<file path="src/rtl/parameter_cmd_pkg.sv">
// Shared opcodes, FSM state encoding and frame-length lookup for the
// parameter command decoder.
package parameter_cmd_pkg;

    localparam logic [3:0] OP_ACT   = 4'h1;
    localparam logic [3:0] OP_DENSE = 4'h2;
    localparam logic [3:0] OP_COST  = 4'h3;
    localparam logic [3:0] OP_LR    = 4'h4;

    typedef enum logic [1:0] {
        ST_IDLE,
        ST_PAYLOAD,
        ST_CHECKSUM,
        ST_EMIT
    } state_t;

    // Payload byte count for an opcode; 0 marks an opcode we do not decode.
    function automatic logic [1:0] payload_len(input logic [3:0] opcode);
        case (opcode)
            OP_ACT, OP_DENSE, OP_COST: payload_len = 2'd1;
            OP_LR:                     payload_len = 2'd2;
            default:                   payload_len = 2'd0;
        endcase
    endfunction

endpackage

</file>
<file path="src/rtl/frame_timeout_counter.sv">
// Counts consecutive stalled cycles inside a frame; expired fires in the
// stalled cycle that would bring the count up to timeout_cycles.
module frame_timeout_counter #(
    parameter int timeout_cycles = 255
) (
    input  logic clk,
    input  logic rst_n,
    input  logic clear,
    input  logic enable,
    output logic expired
);

    localparam int CW = $clog2(timeout_cycles + 1);
    localparam logic [CW-1:0] LAST = CW'(timeout_cycles - 1);

    logic [CW-1:0] count_q;

    assign expired = enable && (count_q == LAST);

    // NOTE: state is updated with <= so every flop samples pre-edge values.
    always_ff @(posedge clk or negedge rst_n) begin
        if (!rst_n) begin
            count_q <= '0;
        end else if (clear) begin
            count_q <= '0;
        end else if (enable && !expired) begin
            count_q <= count_q + 1'b1;
        end
    end

endmodule

</file>
<file path="src/rtl/parameter_command_decoder.sv">
// Parses header/payload/checksum frames from a byte stream and commits the
// addressed parameter with a one-cycle strobe, or pulses error on rejection.
module parameter_command_decoder #(
    parameter int act_type_size      = 4,
    parameter int dense_type_size    = 4,
    parameter int cost_type_size     = 8,
    parameter int learning_rate_size = 16,
    parameter int timeout_cycles     = 255
) (
    input  logic                          clk,
    input  logic                          rst_n,
    input  logic [7:0]                    in_data,
    input  logic                          in_valid,
    output logic                          in_ready,
    output logic [act_type_size-1:0]      out_act_type,
    output logic [dense_type_size-1:0]    out_dense_type,
    output logic [cost_type_size-1:0]     out_cost_type,
    output logic [learning_rate_size-1:0] out_learning_rate,
    output logic                          update_act_type,
    output logic                          update_dense_type,
    output logic                          update_cost_type,
    output logic                          update_learning_rate,
    output logic                          error,
    output logic                          busy
);

    import parameter_cmd_pkg::*;

    state_t      state_q, state_d;
    logic [3:0]  opcode_q;
    logic        byte_cnt_q;
    logic [15:0] shift_q;
    logic [7:0]  xor_q;
    logic        emit_ok_q, emit_err_q;
    logic        accept, set_ok, set_err;
    logic        timer_enable, timer_expired;
    logic [1:0]  hdr_len;

    assign in_ready = rst_n && (state_q != ST_EMIT);
    assign accept   = in_valid && in_ready;
    assign hdr_len  = payload_len(in_data[7:4]);
    assign busy     = (state_q != ST_IDLE);

    frame_timeout_counter #(
        .timeout_cycles(timeout_cycles)
    ) u_timeout (
        .clk    (clk),
        .rst_n  (rst_n),
        .clear  (accept),
        .enable (timer_enable),
        .expired(timer_expired)
    );

    always_ff @(posedge clk or negedge rst_n) begin
        if (!rst_n) state_q <= ST_IDLE;
        else        state_q <= state_d;
    end

    // NOTE: every output of this block is defaulted first so no latch is inferred.
    always_comb begin
        state_d      = state_q;
        set_ok       = 1'b0;
        set_err      = 1'b0;
        timer_enable = 1'b0;
        case (state_q)
            ST_IDLE: begin
                if (accept) begin
                    if (hdr_len == 2'd0) begin
                        state_d = ST_EMIT;
                        set_err = 1'b1;
                    end else begin
                        state_d = ST_PAYLOAD;
                    end
                end
            end
            ST_PAYLOAD: begin
                timer_enable = !accept;
                if (timer_expired) begin
                    state_d = ST_EMIT;
                    set_err = 1'b1;
                end else if (accept && !byte_cnt_q) begin
                    state_d = ST_CHECKSUM;
                end
            end
            ST_CHECKSUM: begin
                timer_enable = !accept;
                if (timer_expired) begin
                    state_d = ST_EMIT;
                    set_err = 1'b1;
                end else if (accept) begin
                    state_d = ST_EMIT;
                    set_ok  = (in_data == xor_q);
                    set_err = (in_data != xor_q);
                end
            end
            default: state_d = ST_IDLE;
        endcase
    end

    // Frame datapath: payload shift register and running checksum.
    always_ff @(posedge clk or negedge rst_n) begin
        if (!rst_n) begin
            opcode_q   <= '0;
            byte_cnt_q <= 1'b0;
            shift_q    <= '0;
            xor_q      <= '0;
        end else if (accept) begin
            case (state_q)
                ST_IDLE: begin
                    opcode_q   <= in_data[7:4];
                    xor_q      <= in_data;
                    byte_cnt_q <= (hdr_len == 2'd2);
                end
                ST_PAYLOAD: begin
                    shift_q    <= {shift_q[7:0], in_data};
                    xor_q      <= xor_q ^ in_data;
                    byte_cnt_q <= 1'b0;
                end
                default: ;
            endcase
        end
    end

    // Outputs load at the edge into EMIT so the value and strobe coincide.
    always_ff @(posedge clk or negedge rst_n) begin
        if (!rst_n) begin
            emit_ok_q         <= 1'b0;
            emit_err_q        <= 1'b0;
            out_act_type      <= '0;
            out_dense_type    <= '0;
            out_cost_type     <= '0;
            out_learning_rate <= '0;
        end else begin
            emit_ok_q  <= set_ok;
            emit_err_q <= set_err;
            if (set_ok) begin
                case (opcode_q)
                    OP_ACT:   out_act_type      <= shift_q[act_type_size-1:0];
                    OP_DENSE: out_dense_type    <= shift_q[dense_type_size-1:0];
                    OP_COST:  out_cost_type     <= shift_q[cost_type_size-1:0];
                    OP_LR:    out_learning_rate <= shift_q[learning_rate_size-1:0];
                    default: ;
                endcase
            end
        end
    end

    assign update_act_type      = emit_ok_q && (opcode_q == OP_ACT);
    assign update_dense_type    = emit_ok_q && (opcode_q == OP_DENSE);
    assign update_cost_type     = emit_ok_q && (opcode_q == OP_COST);
    assign update_learning_rate = emit_ok_q && (opcode_q == OP_LR);
    assign error                = emit_err_q;

endmodule

</file>
<file path="config.mk">
export PLATFORM = sky130hd
export DESIGN_NAME = parameter_command_decoder
export DESIGN_NICKNAME = d
export VERILOG_FILES = /design/src/rtl/parameter_cmd_pkg.sv /design/src/rtl/frame_timeout_counter.sv /design/src/rtl/parameter_command_decoder.sv
export SDC_FILE = /design/constraint.sdc
export NUM_CORES = 1
export LEC_CHECK = 0
export CAP_MARGIN = 40
export CORE_MARGIN = 3
export CORE_UTILIZATION = 49
export CTS_CLUSTER_SIZE = 28
export DETAILED_ROUTE_END_ITERATION = 10
export MAX_ROUTING_LAYER = met4
export PLACE_DENSITY = 0.77
export SYNTH_ARGS = -nofsm -noshare
export SYNTH_HDL_FRONTEND = slang
export SYNTH_SLANG_ARGS = --single-unit
</file>
<file path="constraint.sdc">
create_clock -name clk -period 2.2 [get_ports clk]
set_input_delay 0.22 -clock clk [delete_from_list [all_inputs] [get_ports clk]]
set_output_delay 0.22 -clock clk [all_outputs]
set_load 0.02 [all_outputs]
</file>
After elaboration in Yosys (flattened, before gate mapping)

Index checks and enable logic that the tools add are counted.

Register bits: 73
Logic and storage cells: 81
Output and inout bits: 39
Input bits: 11

Add/sub/neg operators: 1
Bitwise operators: 1
Reductions and logical operators: 27
Equal/unequal tests: 18
Mux-type cells: 22

Operators with widths:

| operator              | number |
|---|---|
| $eq A4 B2 Y1 const B  | 4 |
| $mux W8               | 2 |
| $pmux W8 S2           | 1 |
| $reduce_and A2 Y1     | 7 |
| $mux W2               | 6 |
| $logic_and A1 B1 Y1   | 9 |
| $mux W1               | 9 |
| $add A8 B1 Y8 const B | 1 |
| $eq A4 B1 Y1 const B  | 2 |
| $eq A4 B3 Y1 const B  | 2 |
| $eq A8 B8 Y1          | 1 |
| $eq A8 B8 Y1 const B  | 1 |
| $ne A8 B8 Y1          | 1 |
| $xor A8 B8 Y8         | 1 |
| $ne A3 B2 Y1 const B  | 2 |
| $pmux W2 S3           | 1 |
| $reduce_bool A2 Y1    | 3 |
| $eq A2 B2 Y1 const B  | 2 |
| $logic_not A2 Y1      | 2 |
| $ne A2 B2 Y1 const B  | 2 |
| $pmux W2 S2           | 1 |
| $logic_not A1 Y1      | 3 |
| $pmux W1 S3           | 1 |
| $reduce_and A3 Y1     | 1 |
| other kinds (4)       | 4 |

Longest topological paths before layout

Depth after elaboration: 10
Depth in mapped cells: 7
Mapped depth without buffers: 6

Cells and area by module

Synthesis repeated with hierarchy kept, for this count alone.

Cells, all modules: 274
Area, all modules: 3462.1 µm²

By module, submodules not included:

| module                    | seq. area each (µm²) | instances | area each (µm²) | cells an instance |
|---|---|---|---|---|
| parameter_command_decoder | 1626.6               | 1         | 2955.3          | 226 |
| frame_timeout_counter     | 200.2                | 1         | 506.7           | 48 |

Least setup slack after synthesis

OpenSTA, ideal clock, no wires.

Kind: register to register
Start point: register state_q[0]
End point: register state_q[0]
Path buffers: 1
Path slack: 119 ps
Cell stages (with the launch flop): 7
Data arrival time: 1957 ps
Clock period less this slack: 2081 ps
Required time: 2075 ps
Library setup time: 125 ps
Cell sequence: dfrtp_1 -> ha_1 -> and3b_1 -> buf_2 -> or4_1 -> a22oi_1 -> mux2_2

Word-level cells in the longest chain between the ends: 8
Elaborated cells on any way between the ends: 18
Classes of those cells: eq/ne: 6; mux: 4; reduce/logical: 8

RTL lines:

| what                                                                     | line                                                             | RTL |
|---|---|---|
| from (decl)                                                              | parameter_command_decoder.sv:29                                  | `state_t state_q, state_d;` |
| from (signal assigned)                                                   | parameter_command_decoder.sv:56                                  | `else state_q <= state_d;` |
| $ne A2 B2 Y1                                                             | parameter_command_decoder.sv:39                                  | `assign in_ready = rst_n && (state_q != ST_EMIT);` |
| $logic_and A1 B1 Y1                                                      | parameter_command_decoder.sv:39                                  |  |
| $logic_and A1 B1 Y1                                                      | parameter_command_decoder.sv:40                                  | `assign accept = in_valid && in_ready;` |
| $logic_not A1 Y1                                                         | parameter_command_decoder.sv:77, parameter_command_decoder.sv:86 |  |
| $mux W1                                                                  | -                                                                |  |
| $logic_and A1 B1 Y1                                                      | frame_timeout_counter.sv:18                                      | `assign expired = enable && (count_q == LAST);` |
| $ne A3 B2 Y1 (no source line), or another cell as far along              | -                                                                |  |
| $reduce_and A3 Y1 (no source line) / $pmux W2 S3 (equally long branches) | -                                                                |  |

Several ways; a longest one is shown, not always the timed one.
A chain may end at the register's enable or synchronous reset.

Final worst setup path

Start point: register state_q[1]
End point: register out_learning_rate[6]

Word-level cells in the longest chain between the ends: 9
Elaborated cells on any way between the ends: 13
Classes of those cells: eq/ne: 3; mux: 4; reduce/logical: 6

RTL lines:

| what                                   | line                                                             | RTL |
|---|---|---|
| $ne A2 B2 Y1                           | parameter_command_decoder.sv:39                                  |  |
| $logic_and A1 B1 Y1                    | parameter_command_decoder.sv:39                                  |  |
| $logic_and A1 B1 Y1                    | parameter_command_decoder.sv:40                                  |  |
| $logic_not A1 Y1                       | parameter_command_decoder.sv:77, parameter_command_decoder.sv:86 |  |
| $mux W1                                | -                                                                |  |
| $logic_and A1 B1 Y1                    | frame_timeout_counter.sv:18                                      |  |
| $mux W1                                | parameter_command_decoder.sv:87                                  | `if (timer_expired) begin` |
| $mux W1 (*)                            | parameter_command_decoder.sv:65                                  | `case (state_q)` |
| $reduce_and A2 Y1 (no source line) (*) | -                                                                |  |
| to (signal assigned)                   | parameter_command_decoder.sv:141                                 | `OP_LR: out_learning_rate <= shift_q[learning_rate_size-1:0];` |
| to (decl)                              | parameter_command_decoder.sv:18                                  | `output logic [learning_rate_size-1:0] out_learning_rate,` |

Every way passes the cells marked *; elsewhere a longest branch is shown, timed or not.

==> key figures <==
Synthesis
  – Synth Area per Inst: 12.7 sq um
  – Gate Count Post-Synth: 267
  – Ys flop type: dfrtp_1
  – Post-Syn Nets: 285
  – Asr flop ratio synth: 1.00
  – Yosys warns: 0
  – Synth area leaders: dfrtp_1, mux2_2, mux2_4, a21oi_1, ha_1
  – Sequential fraction of the synthesis area: 0.539
  – Synth area leader: dfrtp_1
  – EDFF count, synth: 0
  – Most common cell in the synthesized netlist: dfrtp_1
  – Yosys reg bits: 73
  – Top cells by count, synth: dfrtp_1, mux2_2, a21oi_1
  – Synth cell types: 45
  – Syn Std Cell Area: 3390 sq um
  – Yosys top cell area share: 0.539

Worst setup path
  – Setup Crit Path Kind: flop to flop
  – CP Max Fanout: 8
  – Worst endpoint required time: 2.43 ns
  – Reg2reg end: out_learning_rate[6]$_DFFE_PN0P_
  – CP bufs+invs: 1
  – CP top delay family: simple AND/OR/NAND/NOR gates
  – Crit path depth: 6
  – Critical Path Sink Type: flop
  – Worst Reg2Reg Path Length in Cells: 6
  – FF-to-FF setup slack: 0.07 ns
  – Critical-path cell list: ha_4 -> nand4b_1 -> and4bb_2 -> nand4_4 -> clkbuf_16 -> mux2_4
  – FF-to-FF Start: state_q[1]$_DFFE_PN0P_
  – Worst path max stage delay: 0.46 ns
  – Crit path launch type: flop
  – Worst EP arrival: 2.35 ns
  – CP max-delay cell: dfrtp_2

Timing
  – RSZ-0062 raised after global routing: yes
  – Final Max Slew Viols: 0
  – Period utilization: 0.966
  – Final hold violation count: 0
  – F_max: 0.470 GHz
  – Max-slew headroom: 0.505
  – Worst Tran Pin Value: 0.743 ns
  – Worst Skew: 0.0106 ns
  – Setup-failing EPs final: 0
  – Min Tclk post-route: 2.13 ns
  – Setup TNS: 0 ns

Power
  – Int Pwr: 3000 uW
  – Switching Share: 0.334
  – Sequential power share: 0.446
  – Sw Pwr: 1500 uW
  – Power Dens Cells: 1030 nW/um^2
  – Leak: 0.00201 uW
  – Clk network pwr share: 0.249
  – Comb power frac: 0.304
  – Maximum vdd ir drop: 0.000714 V

Floorplanning
  – I/O pins: 50
  – Initial Util: 0.519
  – Die area: 7950 sq um
  – Die Height: 89.2 um
  – Core footprint: 6530 sq um
  – Floorplan row count: 29
  – DIE WIDTH: 89.2 um

Global routing
  – Gr usage total: 0.200
  – First-pass GRT wire length: 11600 um
  – Pin count of the biggest net entering global routing: 60
  – GRT Residual Overflow: 0
  – Initial antenna violation count: 0
  – Vias in the first global route: 2339

Routing
  – Post-DR vias/cell: 5.68
  – Routed Wire Length: 7350 um
  – Vias: 2386
  – Average routed wire per standard cell: 17.5 um
  – Remaining antenna violation count after routing: 0
  – Iteration-0 DRC Markers: 109
  – DR DRC count: 0
  – Drt first pass iters: 4

CTS
  – CTS tree: done
  – Clock-pin transition on the worst setup and hold timing paths: 0.07 ns
  – Max clock buf depth: 2
  – Htree depth: 3
  – # clock sinks: 73
  – Latest clock arrival within the worst-skew pair: 0.34 ns
  – Root Driver: clkbuf_8
  – Num CTS Buffers: 9

Finish
  – NumNets Final: 357
  – Non-Filler Instances: 420
  – Synthesis-to-finish area growth: 29.0%
  – Post-Route Utilization: 0.670
  – Layout cells sized above 1: 0.297
  – Multi-input gate area: 1530 sq um
  – Storage cell area: 1830 sq um
  – Filler cell count: 478
  – Antenna cell count: 0

Placement
  – # port buffers: 49
  – GPL Wtd Cong: 0.894
  – Placed cell count: 401
  – Hpwl dp: 5020 um

Flow run
  – Max-cap violations: 0

Status
  – Status: complete, no violations

Worst hold path
  – Tightest Hold Check Type: input port to async pin
## flip-flops by register name, summed over array words and instances, names as in the netlist
register           flops
state_q                2
opcode_q               4
u_timeout.count_q      8
out_cost_type          8
out_act_type           4
error                  1
byte_cnt_q             1
out_dense_type         4
xor_q                  8
out_learning_rate     16
shift_q               16
emit_ok_q              1
## power groups by stage
stage          sequential (uW)  combinational (uW)  clock (uW)
6_report                  2010                1370        1120
5_1_grt                   2060                1520        1210
4_1_cts                   1980                1310        1160
3_5_place_dp              2010                1300           0
3_3_place_gp              1990                1260           0
2_1_floorplan             1920                 935           0
## metal layers
metal | GRT usage | wire (um) | vias up | part of all wire
met5 | - | 0 | - | 0
met4 | 0.0541 | 42 | 0 | 0.0057
met3 | 0.0627 | 314 | 4 | 0.043
met2 | 0.317 | 3710 | 44 | 0.51
met1 | 0.250 | 3280 | 1218 | 0.45
li1 | - | - | 1120 | -
## kinds of logic after synthesis
logic type               share of synthesized area
XOR/XNOR                                    0.0306
adder cells (fa/ha/maj)                     0.0258
buffers and inverters                       0.0225
multiplexers                                 0.193
AND/OR/NAND/NOR                              0.112
flip-flops                                   0.539
AO/OA/AOI/OAI                               0.0764
## cell type report
cell class                      instances  share of cell area
Sequential cell                        73               0.418
Multi-Input combinational cell        179               0.349
Timing Repair Buffer                   71               0.158
Clock buffer                           12              0.0332
Tap cell                               77              0.0220
Clock inverter                          3              0.0149
Inverter                                5             0.00429
## timing repair
item / in CTS / in global routing
hold endpoints to repair: 14 / 0
hold buffers: 1 / 0
gates resized for setup: 0 / 11
gates cloned: 0 / 1
buffers inserted: 1 / 1
setup endpoints to repair: 4 / 30
pin swaps: 0 / 5
## worst register-to-register path: cells and delay by family, from the launching register on
family / cells / cell delay, ns
simple gates: 3 / 0.83
flops: 1 / 0.46
mux: 1 / 0.30
buf+inv: 1 / 0.23
fa+ha+maj: 1 / 0.19
## how the worst max path moves through the flow
stage | from | endpoint | slack, ns
6_report | state_q[1]$_DFFE_PN0P_ | out_learning_rate[6]$_DFFE_PN0P_ | 0.07
5_1_grt | state_q[1]$_DFFE_PN0P_ | out_learning_rate[6]$_DFFE_PN0P_ | -0.02
4_1_cts | opcode_q[2]$_DFFE_PN0P_ | update_cost_type | 0.04
3_5_place_dp | state_q[0]$_DFFE_PN0P_ | out_dense_type[0]$_DFFE_PN0P_ | 0.01
3_3_place_gp | in_data[0] | out_dense_type[1]$_DFFE_PN0P_ | 0.03
2_1_floorplan | state_q[0]$_DFFE_PN0P_ | state_q[0]$_DFFE_PN0P_ | 0.12
## through the flow
stage	hold slack (ns)	worst slack (ns)	cell area (sq um)	power [uW]
global route	0.440	-0.0171	4370	4780
finish	0.438	0.0739	4370	4500
global placement	0.241	0.0254	4060	3250
CTS	0.424	0.0431	4290	4450
floorplan	-0.0756	0.119	3390	2850
detailed placement	0.240	0.00970	4060	3310
## layout by cell type, fill, tap and decap left out, types with 4 or more instances in the layout
master,n
mux2_2,44
nand2_1,9
ha_1,5
xor2_1,8
o21ai_0,13
nor2_1,13
dfrtp_1,72
inv_1,4
clkbuf_8,10
mux2_4,10
nand3_1,13
clkdlybuf4s50_1,47
a21oi_1,21
buf_4,19
(Power assumes the default switching activity.)
